## src/rtl/accelbrot_com_serializer.sv

```systemverilog
// Word-serial transmitter. It accepts one wide operand per handshake and
// emits it as NWORDS words of WWIDTH bits, least-significant word first.
// q_start marks the first word of a frame and q_last marks the final word.
// A new operand can be accepted while the last word of the current frame is
// on q, so consecutive frames follow each other with no idle cycle.
module accelbrot_com_serializer #(
  parameter int WWIDTH = 34,
  parameter int NWORDS = 4
) (
  input  logic                     clk,
  input  logic                     rst,
  input  logic [WWIDTH*NWORDS-1:0] in_data,
  input  logic                     in_valid,
  output logic                     in_ready,
  output logic [WWIDTH-1:0]        q,
  output logic                     q_start,
  output logic                     q_last,
  output logic                     q_valid
);

  localparam int DWIDTH = WWIDTH * NWORDS;
  localparam int IDXW   = (NWORDS > 1) ? $clog2(NWORDS) : 1;
  localparam logic [IDXW-1:0] LAST_IDX = IDXW'(NWORDS - 1);

  typedef enum logic {IDLE = 1'b0, SEND = 1'b1} state_t;

  state_t              state_q, state_d;
  logic [IDXW-1:0]     idx_q, idx_d;
  logic [DWIDTH-1:0]   sreg_q, sreg_d;
  logic [WWIDTH-1:0]   q_q, q_d;
  logic                q_start_q, q_start_d;
  logic                q_last_q, q_last_d;
  logic                q_valid_q, q_valid_d;

  logic                last_word;
  logic                accept;
  logic [IDXW-1:0]     idx_inc;

  // The last word of a frame is on q: a new operand may be taken this cycle.
  assign last_word = (state_q == SEND) && (idx_q == LAST_IDX);
  assign in_ready  = !rst && ((state_q == IDLE) || last_word);
  assign accept    = in_valid && in_ready;
  assign idx_inc   = idx_q + IDXW'(1);

  assign q       = q_q;
  assign q_start = q_start_q;
  assign q_last  = q_last_q;
  assign q_valid = q_valid_q;

  // Next-state: capture on accept, otherwise shift out the next unsent word.
  always_comb begin
    state_d   = state_q;
    idx_d     = idx_q;
    sreg_d    = sreg_q;
    q_d       = '0;
    q_start_d = 1'b0;
    q_last_d  = 1'b0;
    q_valid_d = 1'b0;
    if (accept) begin
      // Word 0 goes straight to q; sreg keeps only the words still to send.
      state_d   = SEND;
      idx_d     = '0;
      sreg_d    = in_data >> WWIDTH;
      q_d       = in_data[WWIDTH-1:0];
      q_start_d = 1'b1;
      q_last_d  = (NWORDS == 1);
      q_valid_d = 1'b1;
    end else if ((state_q == SEND) && !last_word) begin
      idx_d     = idx_inc;
      sreg_d    = sreg_q >> WWIDTH;
      q_d       = sreg_q[WWIDTH-1:0];
      q_last_d  = (idx_inc == LAST_IDX);
      q_valid_d = 1'b1;
    end else if (state_q == SEND) begin
      // Frame finished and nothing new offered: drop back to idle.
      state_d = IDLE;
      idx_d   = '0;
    end
  end

  // Control and output registers; reset aborts any frame in flight.
  always_ff @(posedge clk) begin
    if (rst) begin
      state_q   <= IDLE;
      idx_q     <= '0;
      q_q       <= '0;
      q_start_q <= 1'b0;
      q_last_q  <= 1'b0;
      q_valid_q <= 1'b0;
    end else begin
      state_q   <= state_d;
      idx_q     <= idx_d;
      q_q       <= q_d;
      q_start_q <= q_start_d;
      q_last_q  <= q_last_d;
      q_valid_q <= q_valid_d;
    end
  end

  // Operand shift register holds data only, so it carries no reset.
  always_ff @(posedge clk) begin
    sreg_q <= sreg_d;
  end

endmodule
```

## config.mk

```make
export PLATFORM = sky130hd
export DESIGN_NAME = accelbrot_com_serializer
export DESIGN_NICKNAME = d
export VERILOG_FILES = /design/src/rtl/accelbrot_com_serializer.sv
export SDC_FILE = /design/constraint.sdc
export NUM_CORES = 1
export LEC_CHECK = 0
export CORE_ASPECT_RATIO = 1.75
export CORE_MARGIN = 5
export CORE_UTILIZATION = 40
export CTS_CLUSTER_SIZE = 25
export DETAILED_ROUTE_END_ITERATION = 10
export PLACE_DENSITY = 0.7
export SYNTH_ARGS = -nofsm -noshare
export SYNTH_HDL_FRONTEND = slang
export SYNTH_SLANG_ARGS = --single-unit
```

## constraint.sdc

```tcl
create_clock -name clk -period 5.15 [get_ports clk]
set_clock_uncertainty 0.1 [all_clocks]
set_input_delay 0.515 -clock clk [delete_from_list [all_inputs] [get_ports clk]]
set_output_delay 0.515 -clock clk [all_outputs]
set_load 0.1 [all_outputs]
```

# --- Word-level counts from Yosys, hierarchy flattened ---
# Cells that the tools add are included.
word_totals:
  out_inout_bits: 38
  inputBits: 139
  wordCells: 35
  reg_bits: 142
op_classes:
  bitwise: 2
  reduce_logical: 11
  n_addsub: 1
  eq_ne: 3
  mux: 11
op_table:
  columns: ["op", "count"]
  rows:
  - ["2-to-1 mux 102 bit", 2]
  - ["2-to-1 mux 34 bit", 2]
  - ["2-to-1 mux 1 bit", 5]
  - ["equality test 2 bit (second input constant)", 2]
  - ["logical AND 1 bit", 4]
  - ["2-to-1 mux 2 bit", 2]
  - ["nonzero test 2 bit", 2]
  - ["OR reduction 3 bit", 1]
  - ["adder 2 x 1 -> 2 bit (second input constant)", 1]
  - ["zero test 1 bit", 2]
  - ["!= test 2 bit (second input constant)", 1]
  - ["NOT 1 bit", 2]
  - ["OR reduction 2 bit", 1]
  - ["logical OR 1 bit", 1]

# --- Logic depth before layout (Yosys ltp) ---
logic_depth:
  ltp_word: 6
  depth_mapped: 7
  ltp_nobuf: 5

# --- Least setup slack after synthesis ---
# No wires, ideal clock.
synth_path:
  path_type: "register -> register"
  start: "register idx_q[0]"
  end: "register sreg_q[0], enable pin"
  period_less_slack_ns: 3.858
  t_arrival_ns: 2.821
  path_stages_with_launch: 6
  n_path_buf: 2
  path_slack_ns: 1.292
  setup_time_ns: 0.937
  t_required_ns: 4.113
  cell_sequence: "dfxtp_1 -> ha_1 -> nand2b_1 -> buf_2 -> buf_1 -> nand2_1"
synth_via:
  elab_chain_len: 6
  elab_cells_between_ends: 8
  cone_classes: "1 x eq/ne; 7 x reduce/logical"
synth_lines:
  columns: ["element", "line_no", "source"]
  rows:
  - ["start, declared", "28", "logic [IDXW-1:0] idx_q, idx_d;"]
  - ["start signal, assigned", "92", "idx_q <= idx_d;"]
  - ["equality test 2 bit *", "40", "assign last_word = (state_q == SEND) && (idx_q == LAST_IDX);"]
  - ["logical AND 1 bit *", "40", null]
  - ["logical OR 1 bit", "41", "assign in_ready = !rst && ((state_q == IDLE) || last_word);"]
  - ["logical AND 1 bit", "41", null]
  - ["logical AND 1 bit", "42", "assign accept = in_valid && in_ready;"]
  - ["nonzero test 2 bit (no line) *", null, null]
  - ["end signal, assigned", "102", "sreg_q <= sreg_d;"]
  - ["end, declared", "29", "logic [DWIDTH-1:0] sreg_q, sreg_d;"]
# Mark *: on every way between the ends. The rest lies on a longest branch, timed or not.
# A chain may end at the register's enable or synchronous reset.

# --- Worst setup path after layout ---
layout_path:
  start: "input rst"
  end: "output in_ready"
layout_via:
  elab_chain_len: 2
layout_lines:
  columns: ["element", "line_no", "source"]
  rows:
  - ["start, declared", "11", "input logic rst,"]
  - ["zero test 1 bit", "41", null]
  - ["logical AND 1 bit", "41", null]
  - ["end, declared", "14", "output logic in_ready,"]
# Every way passes these cells.

==> metrics.txt <==
run status completed; synthesized instance count 394; gp weighted congestion 0.7503; Clock Tree Buf Depth 2; Initial Util 40.56%; Final Slew Violations 0; Clock Power Share 36.3%; Lkg Pwr 3.021 nW; most frequent cell after synthesis edfxtp_1; path type of the worst min-delay path reg -> reg; RSZ-0062 raised after global routing false; Rows 57; antenna-violating nets left 0; Tightest Pin Transition 1.117 ns; hold depth 2; post-layout util 58.02%; core area 13910 sq um; layout cell share with drive strength beyond 1 17.90%; sequential-to-total area share from yosys stat 68.50%; warnings from Yosys 0; Setup Crit Path Kind in -> out; DRC violations left 0; initial antenna violation count 1; WL/cell 16.07 um; Post-synth ARST share 0%; H-Tree Level Count 4; post-CTS sizing 0; EDFF count, synth 102; vias in the first global route 3719; via count 3554; Synth area leader edfxtp_1; PortBufs 176; peak supply drop 210.3 uV; r2r worst-path depth 5; Max Clk Rate 298.0 MHz; gr ovfl total 0; final WL 12200 um; share of power burned in registers 47.5%; Area Growth Syn to Fin 43.06%; pwr dens 359.9 nW/um^2; dominant synthesized flop cell edfxtp_1; clock latency on the worst-skew pair 0.41 ns; minimum clock period 3.356 ns; Vias/cell 4.682; dpl hpwl 9014 um; most common library cells after synthesis 102 x edfxtp_1, 48 x mux2_2, 40 x dfxtp_1; total global-route track usage 14.85%; full die area 16670 sq um; Power, Total 2.904 mW; post-synth design cell area 5640 sq um; Synth Area per Inst 14.32 sq um; Pre-Repair DR Iteration Count 6; Logic pwr share 16.2%; CP max FO 21; Clk Tree Root Cell clkbuf_16; 1st-iter DRT viols 132; first-pass GRT wire length 18750 um; Max-cap violations 0; fin crit share 65.17%; sw frac 24.46%; NumNets Final 709; Clock transition at path regs 0.06 ns; Hold Vio Cnt, Final 0; Critical Path RT 4.53 ns; critical path launch point type input port; final setup fails 0; top cell type's share of synthesized area 54.30%; CTS tree yes; Post-CTS Setup Bufs 0; slew margin rel. 25.51%; Psw 0.7103 mW; largest net degree at the start of global routing 91; setup TNS after final layout 0 ns; die height 167.1 um; synth unique cells 19; synth top area cells edfxtp_1 54%, dfxtp_1 14%, mux2_2 9.6%; nature of the critical path endpoint output port; # IOs 177; total CTS buffers 17; post-synth net total 535; hold-fix buffers at CTS 0; Die X 99.77 um; # clock sinks 142; Synth Register Bits 142; worst path arrival time 2.74 ns; P_int 2.194 mW
==> logic make-up (layout without fill, tap and decap cells) <==
| family | after synthesis | in the layout | share of synthesized area (%) |
|---|---|---|---|
| buffers and inverters | 30 | 217 | 2.573 |
| muxes | 68 | 68 | 14.91 |
| adders and majority gates | 2 | 2 | 0.4436 |
| other | 0 | 1 | 0 |
| DFF | 142 | 142 | 68.50 |
| and+or+nand+nor | 116 | 116 | 10.29 |
| AOI/OAI and AO/OA | 36 | 36 | 3.283 |
==> flip-flops by register name, indices dropped and copies added (netlist names) <==
| register | flops |
|---|---|
| sreg_q | 102 |
| q_valid | 1 |
| q_last | 1 |
| q_start | 1 |
| idx_q | 2 |
| state_q | 1 |
| q | 34 |
==> metrics by stage <==
stage / instances / setup WS (ns) / instance area, sq um / hold WS [ns]
detailed placement: 726 / 1.628 / 7552 / 0.3933
floorplan: 394 / 1.292 / 5640 / 0.3713
global route: 759 / 1.724 / 8069 / 0.4324
global placement: 726 / 1.703 / 7552 / 0.3864
CTS: 758 / 1.800 / 8066 / 0.4028
finish: 759 / 1.794 / 8069 / 0.4022
==> cell usage in the layout (no fill, tap or decap), drive strengths merged <==
cell type	netlist	layout
o32a	1	1
nand2	35	35
clkdlybuf4s50	0	176
mux2	68	68
nand3	34	34
nor2b	1	1
nand2b	3	3
clkbuf	14	23
inv	3	3
diode	0	1
nor3b	2	2
edfxtp	102	102
dfxtp	40	40
buf	13	6
clkinv	0	9
ha	2	2
a21oi	35	35
and2	34	34
nor2	7	7
==> path summary, 6_finish.rpt <==
check                                            from                    to  slack (ns)
worst min-delay path             sreg_q[31]$_DFFE_PP_      q[31]$_SDFF_PP0_        0.40
worst min register to register   sreg_q[31]$_DFFE_PP_      q[31]$_SDFF_PP0_        0.40
worst max register to register  idx_q[0]$_SDFFE_PP0P_  sreg_q[33]$_DFFE_PP_        2.58
worst max-delay path                              rst              in_ready        1.79
==> power by group through the flow <==
| stage | combinational (mW) | clock, mW | sequential [mW] |
|---|---|---|---|
| after detailed placement | 0.473 | 0 | 1.40 |
| after global routing | 0.497 | 1.12 | 1.39 |
| after floorplan | 0.156 | 0 | 1.54 |
| final | 0.471 | 1.05 | 1.38 |
| after global placement | 0.466 | 0 | 1.40 |
| after CTS | 0.476 | 1.07 | 1.38 |
==> area by class of cell <==
type | count | area [sq um]
flip-flops and latches | 142 | 3864
repair buffers | 182 | 1807
clock inverters | 9 | 45.04
clock buffers | 23 | 469.2
diodes | 1 | 2.502
multi-input cells | 222 | 1649
inverters | 3 | 11.26
well taps | 177 | 221.5
fillers | 1116 | 5838
==> per-layer routing <==
metal	part of all wire, %	up-vias	GRT usage (%)
li1	-	1760	-
met1	36	1648	15.37
met2	56	128	26.75
met3	5.7	18	4.479
met4	2.5	0	6.956
met5	0	-	0
==> worst max-delay path, stage by stage <==
cell	delay, ns
clkdlybuf4s50_1	0.79
nor2_1	0.27
clkdlybuf4s50_1	1.16
(Power assumes the default switching activity.)
==> RTL edit: new RTL, config.mk and constraints unchanged <==
Set the parameter `WWIDTH` to 30 (it was 34).
--- a/src/rtl/accelbrot_com_serializer.sv
+++ b/src/rtl/accelbrot_com_serializer.sv
@@ -5,5 +5,5 @@
 // on q, so consecutive frames follow each other with no idle cycle.
 module accelbrot_com_serializer #(
-  parameter int WWIDTH = 34,
+  parameter int WWIDTH = 30,
   parameter int NWORDS = 4
 ) (
Ports: changed (resized in_data and q); port bits go from 177 to 157. The function was not compared with the original's and may differ.
==> RTL edit against the original RTL <==
  * Total power down 2.0%
  * Die area is 5.9% lower
  * Sequential power is 12% lower
  * Wire length down 13%
  * Fmax grew 0.68%
  * Setup slack better by 0.023 ns
  * Count of clock-buffer cells in the layout shrank 2
  * Sequential share of layout area shrank 2.3 points
  * Design area down 7.0%
  * Critical path depth unchanged
  * Clock power rose by 12%
  * Area after synthesis decreased by 6.4%
  * Utilization is essentially flat
  * Highest routed layer unchanged
  * Sequential cell count down 16
==> RTL edit: results (changes against the original RTL) <==
{| class="wikitable"
! Metric !! Value
|-
| Met1 track demand over resource || 12.9% (-2.5 points)
|-
| Number of placed cells counting well taps || 660 (-9.1%)
|-
| Mux contribution to synthesized area || 17.1% (+2.2 points)
|-
| Initial antenna violation count || 0 (-1)
|-
| Number of storage elements in the synthesis netlist || 126 (-11%)
|-
| Fillers || 1,089 (-2.4%)
|-
| Adder-cell area share of the yosys netlist || 0.474% (+0.030 points)
|-
| Multi-In Gates || 198 (-11%)
|-
| All-layer global routing usage || 13.8% (-1.1 points)
|-
| Arrival time worst endpoint || 2.72 ns (-0.02 ns)
|-
| Post-placement setup slack || 1.78 ns (+0.156 ns)
|-
| Clk_buf instances || 21 (-8.7%)
|-
| Synthesized area per cell || 15.0 sq um (+4.5%)
|-
| Met2 layer usage reported by global route || 26.9% (+0.10 points)
|-
| Number of distinct library cell variants in the gate-level netlist after synthesis || 21 (+2)
|-
| Flip-flop count of the largest register after layout || 90 (-12%)
|-
| Clock Network Area Fraction || 8.17% (+1.8 points)
|-
| Synth Net Count || 478 (-11%)
|-
| Leading post-synthesis cells by instance count || 90 x edfxtp_1, 60 x mux2_4, 36 x dfxtp_1
|-
| Total via count after detailed routing || 3,108 (-13%)
|-
| Global-route wire length before repair || 16,600 um (-11%)
|-
| Area of the multi-input gates || 0.00164 sq mm (-0.76%)
|-
| Metal-1 WL || 3650 um (-18%)
|-
| Layout buffering overhead excluding clock cells || 21.4% (-0.98 points)
|-
| Outcome || complete, no violations
|-
| Sequential fraction of the synthesis area || 64.8% (-3.7 points)
|-
| Final net count || 633 (-11%)
|-
| Routed met3 length || 488 um (-29%)
|-
| Total area of sequential cells || 0.00342 sq mm (-11%)
|-
| First-iteration detailed-routing DRC count || 124 (-6.1%)
|-
| Antenna Cells || 0 (-1)
|-
| Detailed Routing Iterations Pass 1 || 4 (-2)
|-
| Routed wl met2 || 6290 um (-7.2%)
|-
| Peak supply drop || 0.000205 V (-2.7%)
|-
| Via count of the first global-routing pass || 3,393 (-8.8%)
|}
==> RTL edit: cell types whose count changed after synthesis, sizes merged, moves of 5 or more <==
cell	before	now
buf	13	18
mux2	68	60
clkbuf	14	8
edfxtp	102	90
==> RTL edit: worst reg2reg max path, stage by stage (launching register included) <==
cell      delay (ns)
dfxtp_1         0.34
ha_1            0.25
nand2b_1        0.25
nand2b_4        0.30
buf_4           0.46
mux2_4          0.36
==> RTL edit: path summary, 6_finish.rpt <==
check	from	to	slack [ns]
max	rst	in_ready	1.82
min reg2reg	sreg_q[20]	q[20]	0.40
max reg2reg	idx_q[0]	sreg_q[49]	2.85
min	sreg_q[20]	q[20]	0.40
==> RTL edit: power breakdown <==
part           internal (W)  total (W)  switching, W
Combinational      0.000206   0.000442      0.000236
Sequential          0.00120    0.00122     0.0000253
Clock              0.000763    0.00118      0.000417
Total               0.00217    0.00285      0.000678
